===== src/rtl/z_result_writeback.sv =====
// z_result_writeback: captures the 64-bit ALU result into Z and writes it back
// over the 32-bit bus with a valid/ready handshake. MUL/DIV results also
// commit Zlow/Zhigh into the LO/HI special registers.
module z_result_writeback #(
    parameter int           WIDTH   = 32,
    parameter logic [4:0]   OP_MUL  = 5'b00011,
    parameter logic [4:0]   OP_DIV  = 5'b00100,
    parameter int           COUNT_W = 8
) (
    input  logic                 clk,
    input  logic                 reset,
    input  logic [2*WIDTH-1:0]   alu_result,
    input  logic [4:0]           opcode,
    input  logic                 res_valid,
    output logic                 res_ready,
    output logic [WIDTH-1:0]     bus_out,
    output logic                 bus_valid,
    output logic                 bus_sel_hi,
    input  logic                 bus_ready,
    output logic [WIDTH-1:0]     lo_reg,
    output logic [WIDTH-1:0]     hi_reg,
    output logic                 busy,
    output logic                 done,
    output logic [COUNT_W-1:0]   result_count
);

    typedef enum logic [1:0] {IDLE, DRIVE_LO, DRIVE_HI, DONE} state_t;

    state_t               state;
    logic [2*WIDTH-1:0]   z;
    logic [4:0]           op_q;
    logic                 is_wide;

    assign is_wide = (op_q == OP_MUL) || (op_q == OP_DIV);

    // Bus word is selected from Z only, so alu_result never reaches the bus
    // combinationally; it reads 0 whenever nothing is being driven.
    assign bus_out = !bus_valid ? '0 :
                     bus_sel_hi ? z[2*WIDTH-1:WIDTH] : z[WIDTH-1:0];

    // Writeback FSM; all handshake/status outputs are registered with the state.
    always_ff @(posedge clk) begin
        if (!reset) begin
            state        <= IDLE;
            z            <= '0;
            op_q         <= '0;
            lo_reg       <= '0;
            hi_reg       <= '0;
            result_count <= '0;
            bus_valid    <= 1'b0;
            bus_sel_hi   <= 1'b0;
            busy         <= 1'b0;
            done         <= 1'b0;
            res_ready    <= 1'b1;
        end else begin
            case (state)
                IDLE: begin
                    if (res_valid) begin
                        z          <= alu_result;
                        op_q       <= opcode;
                        state      <= DRIVE_LO;
                        bus_valid  <= 1'b1;
                        bus_sel_hi <= 1'b0;
                        busy       <= 1'b1;
                        res_ready  <= 1'b0;
                    end
                end
                DRIVE_LO: begin
                    if (bus_ready) begin
                        if (is_wide) begin
                            lo_reg     <= z[WIDTH-1:0];
                            bus_sel_hi <= 1'b1;
                            state      <= DRIVE_HI;
                        end else begin
                            bus_valid  <= 1'b0;
                            done       <= 1'b1;
                            state      <= DONE;
                        end
                    end
                end
                DRIVE_HI: begin
                    if (bus_ready) begin
                        hi_reg     <= z[2*WIDTH-1:WIDTH];
                        bus_valid  <= 1'b0;
                        bus_sel_hi <= 1'b0;
                        done       <= 1'b1;
                        state      <= DONE;
                    end
                end
                DONE: begin
                    // Count wraps naturally at 2^COUNT_W.
                    result_count <= result_count + 1'b1;
                    done         <= 1'b0;
                    busy         <= 1'b0;
                    res_ready    <= 1'b1;
                    state        <= IDLE;
                end
                default: state <= IDLE;
            endcase
        end
    end

endmodule


===== config.mk =====
export PLATFORM = sky130hd
export DESIGN_NAME = z_result_writeback
export DESIGN_NICKNAME = d
export VERILOG_FILES = /design/src/rtl/z_result_writeback.sv
export SDC_FILE = /design/constraint.sdc
export NUM_CORES = 1
export LEC_CHECK = 0
export CORE_ASPECT_RATIO = 1.5
export CORE_UTILIZATION = 35
export CTS_CLUSTER_DIAMETER = 60
export DETAILED_ROUTE_END_ITERATION = 6
export PLACE_DENSITY_LB_ADDON = 0.08
export SYNTH_ARGS = -nofsm -noshare
export SYNTH_HDL_FRONTEND = slang
export SYNTH_SLANG_ARGS = --single-unit

===== constraint.sdc =====
create_clock -name clk -period 3.7 [get_ports clk]
set_input_delay 0.925 -clock clk [delete_from_list [all_inputs] [get_ports clk]]
set_output_delay 0.925 -clock clk [all_outputs]
set_load 0.005 [all_outputs]

==> results.cfg, run 1 <==
[status]
status = finished, final reports clean

[routing]
drcViolationCount = 0
wl_met1_um = 6880
via_per_inst = 4.85
wl_met3_um = 989
antenna_left = 0
dr.max_layer_used = met4
routed_wl_um = 17900
wl_met2_um = 9540
num_vias = 5416
drt_iter0_drc = 202
wl_per_cell_um = 16.1
firstDrtPassIters = 4

[synthesis]
synth_area_um2 = 6160
syn_nets = 816
synth_cells = 738
yosysSeqAreaShare_pct = 48.1
ys_types = 34
synth-seq-cells = 148
synth_flop_cell = dfxtp_1
synthArstFlopShare_pct = 0
syn-mean-instance-area_um2 = 8.35
ys_warn_count = 0
synth-edff-count = 0

[global_route]
grt_start_max_net_pins = 92
antenna_found_initial = 0
grt_pass1_wl_um = 27600
track_usage_pct = 20.6
grt_pass1_vias = 5205
grt-ovfl-total = 0

[clock_network]
htreeDepth = 4
cts_tree = done
numCtsBuffers = 17
post_cts_buffers = 0
post_cts_resized = 0
cts.sink_count = 148
cts_hold_buffers = 0
cts-root-buf = clkbuf_16
clk_latency_ns = 0.42
clockBufferDepth = 2
cts.clk_slew.worst_paths_ns = 0.06

[floorplan]
coreArea_um2 = 17300
dieArea_um2 = 18100
std_cell_rows = 59
start_util_pct = 35.7
io_pins = 182
fp.dieH_um = 164
dieWidth_um = 110

[timing]
hold_viol_final = 0
rsz0062_at_grt = no
tightest_slew_ns = 0.922
max_freq_mhz = 310
slew_viol_final = 0
period_minus_slack_ns = 3.23
setup_tns_ns = 0
finalSetupViolCount = 0
finClkSkew_ns = 0.00847
setup_slack_ns = 0.471
slew_headroom_pct = 38.5
fin_crit_sh_pct = 87.3

[finish]
finish.utilization_pct = 50.1
nets = 968
largest_reg_flops = 64
synthToLayoutAreaGrowth_pct = 40.6
num_antenna_cells = 0
finalInstanceArea_um2 = 8660
drive_above_1_share_pct = 5.54
instances_no_fill = 1116

[critical_path]
startpoint_type = flop
cp.arrival_ns = 2.30
rrSetupSlack_ns = 1.70
cp-end-kind = output port
critPathKind = reg2out
crit_path_max_fanout = 22
worstPathRequired_ns = 2.77
regToRegStartpoint = state[0]
reg2regPathDepth = 6
worst_r2r_endpoint = z[48]

[flow_run]
cap_viol_max_count = 0

[power_and_ir_drop]
power.density_nw_per_um2 = 534
irDropWorstVdd_uv = 270
power_leakage_nw = 2.95

[min_path]
hp-class = reg2reg
min_to = lo_reg[28]
worstHoldStart = lo_reg[28]
hold_depth = 2

[place]
place.gp.congestion = 0.809
dp_cells = 1084
place_ws_ns = 0.868
io_buffers = 181
place_area_um2 = 8100
hpwlAfterDp_um = 13000
==> through the flow <==
step	total power, W	hold slack [ns]
after detailed placement	0.00304	0.442
final	0.00463	0.448
after global placement	0.00301	0.437
after CTS	0.00470	0.451
after floorplan	0.00257	0.443
after global routing	0.00489	0.475
==> cell families (layout without fill, tap and decap cells) <==
| kind of cell | Yosys count | count (layout) | share of synthesized area [%] |
|---|---|---|---|
| AND/OR/NAND/NOR | 332 | 332 | 23.3 |
| AO/OA/AOI/OAI | 155 | 155 | 17.4 |
| flip-flops | 148 | 148 | 48.1 |
| buffers and inverters | 59 | 224 | 3.98 |
| multiplexers | 34 | 34 | 5.54 |
| adder cells (fa/ha/maj) | 5 | 5 | 1.02 |
| XOR/XNOR | 5 | 5 | 0.711 |
==> critical path, cell delays in order (launching register included) <==
cell	delay, ns
dfxtp_2	0.72
buf_4	0.37
mux2i_1	0.11
nor2b_1	0.16
clkdlybuf4s50_1	0.53
==> placed cells by master (no fill, tap or decap), types with 2 or more instances in the layout <==
cell / netlist / final
mux2i_1: 33 / 33
nand2_1: 240 / 239
nand3_1: 33 / 33
a21boi_1: 2 / 2
clkinv_2: 0 / 2
o21ai_0: 34 / 34
xnor2_1: 4 / 4
and2_1: 8 / 7
dfxtp_1: 148 / 147
clkbuf_16: 0 / 17
o21ai_1: 4 / 4
clkdlybuf4s50_1: 0 / 180
ha_1: 5 / 5
a21oi_1: 4 / 4
buf_4: 0 / 8
clkinv_4: 0 / 3
a21boi_0: 104 / 104
inv_6: 0 / 6
nor2b_1: 35 / 35
nand4_1: 3 / 3
or3_1: 3 / 3
buf_12: 0 / 2
inv_1: 2 / 2
inv_8: 0 / 3
nor2_1: 5 / 5
==> synth_stat cells (all sizes together) (3+ instances only) <==
library cell / n / area [µm²]
and2: 8 / 50.1
buf: 22 / 106
nand4: 3 / 18.8
ha: 5 / 62.6
xnor2: 4 / 35.0
nand2: 240 / 901
or3: 3 / 18.8
dfxtp: 148 / 2960
clkbuf: 35 / 131
a21oi: 4 / 20.0
o21ai: 38 / 190
mux2i: 33 / 330
nor2b: 35 / 219
nor2: 5 / 18.8
nand3: 33 / 165
a21boi: 106 / 796
==> power breakdown <==
part | total (W) | switching (W) | internal (W)
combinational | 0.000990 | 0.000528 | 0.000462
sequential | 0.00199 | 0.000217 | 0.00178
clock | 0.00164 | 0.000753 | 0.000890
==> per-layer routing <==
layer	GRT usage (%)	vias to the layer above
li1	-	2740
met5	0	-
met2	37.1	148
met4	9.33	0
met1	21.9	2508
met3	5.49	20
==> worst max-delay path by stage <==
stage | start | to | slack [ns] | cells past startpoint
2_1_floorplan | bus_sel_hi | bus_out[10] | 1.66 | 4
3_3_place_gp | bus_sel_hi | bus_out[24] | 0.97 | 4
3_5_place_dp | bus_sel_hi | bus_out[21] | 0.87 | 4
4_1_cts | bus_sel_hi | bus_out[21] | 0.41 | 4
5_1_grt | bus_sel_hi | bus_out[21] | 0.33 | 4
6_report | bus_sel_hi | bus_out[21] | 0.47 | 4
==> layout make-up <==
type	instances	area (µm²)
flip-flops and latches	148	2960
inverters	2	7.51
clock inverters	15	139
repair buffers	190	1900
well taps	213	267
clock buffers	17	425
fillers	1706	8610
multi-input cells	531	2960
(Power assumes the default switching activity.)
==> run 2, diff against run 1 <==
--- a/config.mk
+++ b/config.mk
@@ -6,10 +6,11 @@
 export NUM_CORES = 1
 export LEC_CHECK = 0
 export CORE_ASPECT_RATIO = 1.5
-export CORE_UTILIZATION = 35
+export CORE_UTILIZATION = 50
 export CTS_CLUSTER_DIAMETER = 60
 export DETAILED_ROUTE_END_ITERATION = 6
 export PLACE_DENSITY_LB_ADDON = 0.08
+export SKIP_LAST_GASP = 1
 export SYNTH_ARGS = -nofsm -noshare
 export SYNTH_HDL_FRONTEND = slang
 export SYNTH_SLANG_ARGS = --single-unit
==> run 2 against run 1 <==
  * Combinational power up 5%
  * Routed wire length down 7.9%
  * Die area down 30%
  * Total power increased by 7.5%
  * Clock-buffer cell count is 3 higher
  * Non-clock buffer count shrank 1
  * First-iteration DRC count is 17% higher
  * Clock power increased by 21%
  * Flip-flop and latch count unchanged
  * Cell count shrank 5.5%
  * Fmax grew 5.0%
  * Clock skew grew 0.0025 ns
  * Critical endpoint is now bus_out[20]
  * Largest power group is now the clock network
==> results.cfg, run 2 (synthesis gave the netlist of run 1 again) <==
[routing]
drcViolationCount = 0
wl_per_cell_um = 15.7
via_per_inst = 5.22
routed_wl_um = 16500
num_vias = 5502
drt_iter0_drc = 237
firstDrtPassIters = 5
antenna_left = 0

[critical_path]
critPathKind = reg2out
startpoint_type = flop
max_stage_delay_ns = 0.64
critPathTopFamily = buffers and inverters
worstPathRequired_ns = 2.77
cp_slowest_cell = dfxtp_1
cp-end-kind = output port
cp.arrival_ns = 2.15
critPathBufInv = 2
crit_path_max_fanout = 21
path_cells = buf_4, nor2b_1, clkdlybuf4s50_1

[timing]
finClkSkew_ns = 0.0110
finalSetupViolCount = 0
setup_tns_ns = 0
setup_slack_ns = 0.625
max_freq_mhz = 325
period_minus_slack_ns = 3.07
fin_crit_sh_pct = 83.1
slew_headroom_pct = 50.3
rsz0062_at_grt = no
slew_viol_final = 0
tightest_slew_ns = 0.743
hold_viol_final = 0

[global_route]
antenna_found_initial = 0
grt-ovfl-total = 0
grt_pass1_wl_um = 26200
grt_start_max_net_pins = 101
grt_pass1_vias = 5373
track_usage_pct = 26.4

[clock_network]
clk_latency_ns = 0.42
cts.clk_slew.worst_paths_ns = 0.06
clockBufferDepth = 2
cts-root-buf = clkbuf_16
post_cts_resized = 0
numCtsBuffers = 17
cts.sink_count = 148
cts_hold_buffers = 0
htreeDepth = 4
post_cts_buffers = 0
cts_tree = done

[floorplan]
fp.dieH_um = 138
std_cell_rows = 49
io_pins = 182
coreArea_um2 = 12000
start_util_pct = 51.3
dieArea_um2 = 12800
dieWidth_um = 92.6

[finish]
largest_reg_flops = 64
final_common_cell = nand2_1
final_cell_mix = 239 x nand2_1, 180 x clkdlybuf4s50_1, 147 x dfxtp_1
synthToLayoutAreaGrowth_pct = 41.9
num_antenna_cells = 0
drive_above_1_share_pct = 5.10
nets = 967

[place]
place_ws_ns = 1.01
io_buffers = 181
hpwlAfterDp_um = 10900
place.gp.congestion = 0.813

[min_path]
hp-class = reg2reg

[power_and_ir_drop]
irDropWorstVdd_uv = 316
power.density_nw_per_um2 = 569
power_leakage_nw = 3.00

[flow_run]
cap_viol_max_count = 0

[status]
status = finished, final reports clean
-- run 2: where the power goes --
group | internal, W | switching (W) | leakage (nW) | total, W
Clock | 0.00134 | 0.000657 | 0.325 | 0.00199
Combinational | 0.000469 | 0.000567 | 1.47 | 0.00104
Sequential | 0.00178 | 0.000165 | 1.20 | 0.00194
-- run 2: cell type report --
class	count	area, µm²
Multi-Input combinational cell	531	2960
Clock inverter	12	251
Inverter	2	7.51
Fill cell	949	3280
Tap cell	153	191
Clock buffer	20	437
Sequential cell	148	2960
Timing Repair Buffer	189	1930
-- run 2: through the flow --
step | hold WS (ns) | area (µm²) | cells | power, W | util (%)
2_1_floorplan | 0.443 | 6160 | 738 | 0.00257 | -
3_3_place_gp | 0.440 | 8050 | 1023 | 0.00297 | 67.0
3_5_place_dp | 0.441 | 8050 | 1023 | 0.00301 | 67.0
4_1_cts | 0.449 | 8740 | 1055 | 0.00500 | 72.7
5_1_grt | 0.461 | 8740 | 1055 | 0.00520 | 72.7
6_report | 0.448 | 8740 | 1055 | 0.00497 | 72.7
-- run 2: worst paths after layout --
kind | start | to | slack [ns] | depth (start not counted)
worst max-delay path | bus_valid | bus_out[20] | 0.63 | 3
worst max register to register | state[0] | z[28] | 1.65 | 6
worst min-delay path | lo_reg[28] | lo_reg[28] | 0.45 | 2
worst min register to register | lo_reg[28] | lo_reg[28] | 0.45 | 2
-- run 2: per-layer routing --
| metal | global-route usage, % | part of all wire, % | vias to the layer above |
|---|---|---|---|
| li1 | - | - | 2732 |
| met1 | 29.8 | 41 | 2578 |
| met2 | 47.6 | 52 | 166 |
| met3 | 6.30 | 5.1 | 26 |
| met4 | 10.9 | 2.4 | 0 |
| met5 | 0 | 0 | - |
-- run 2: worst register-to-register path: cells and delay by family, from the launching register on --
| kind | cells | cell delay (ns) |
|---|---|---|
| AO/OA/AOI/OAI | 1 | 0.19 |
| AND/OR/NAND/NOR | 2 | 0.68 |
| flip-flops | 1 | 0.38 |
| adder cells (fa/ha/maj) | 1 | 0.29 |
| buffers and inverters | 2 | 0.42 |
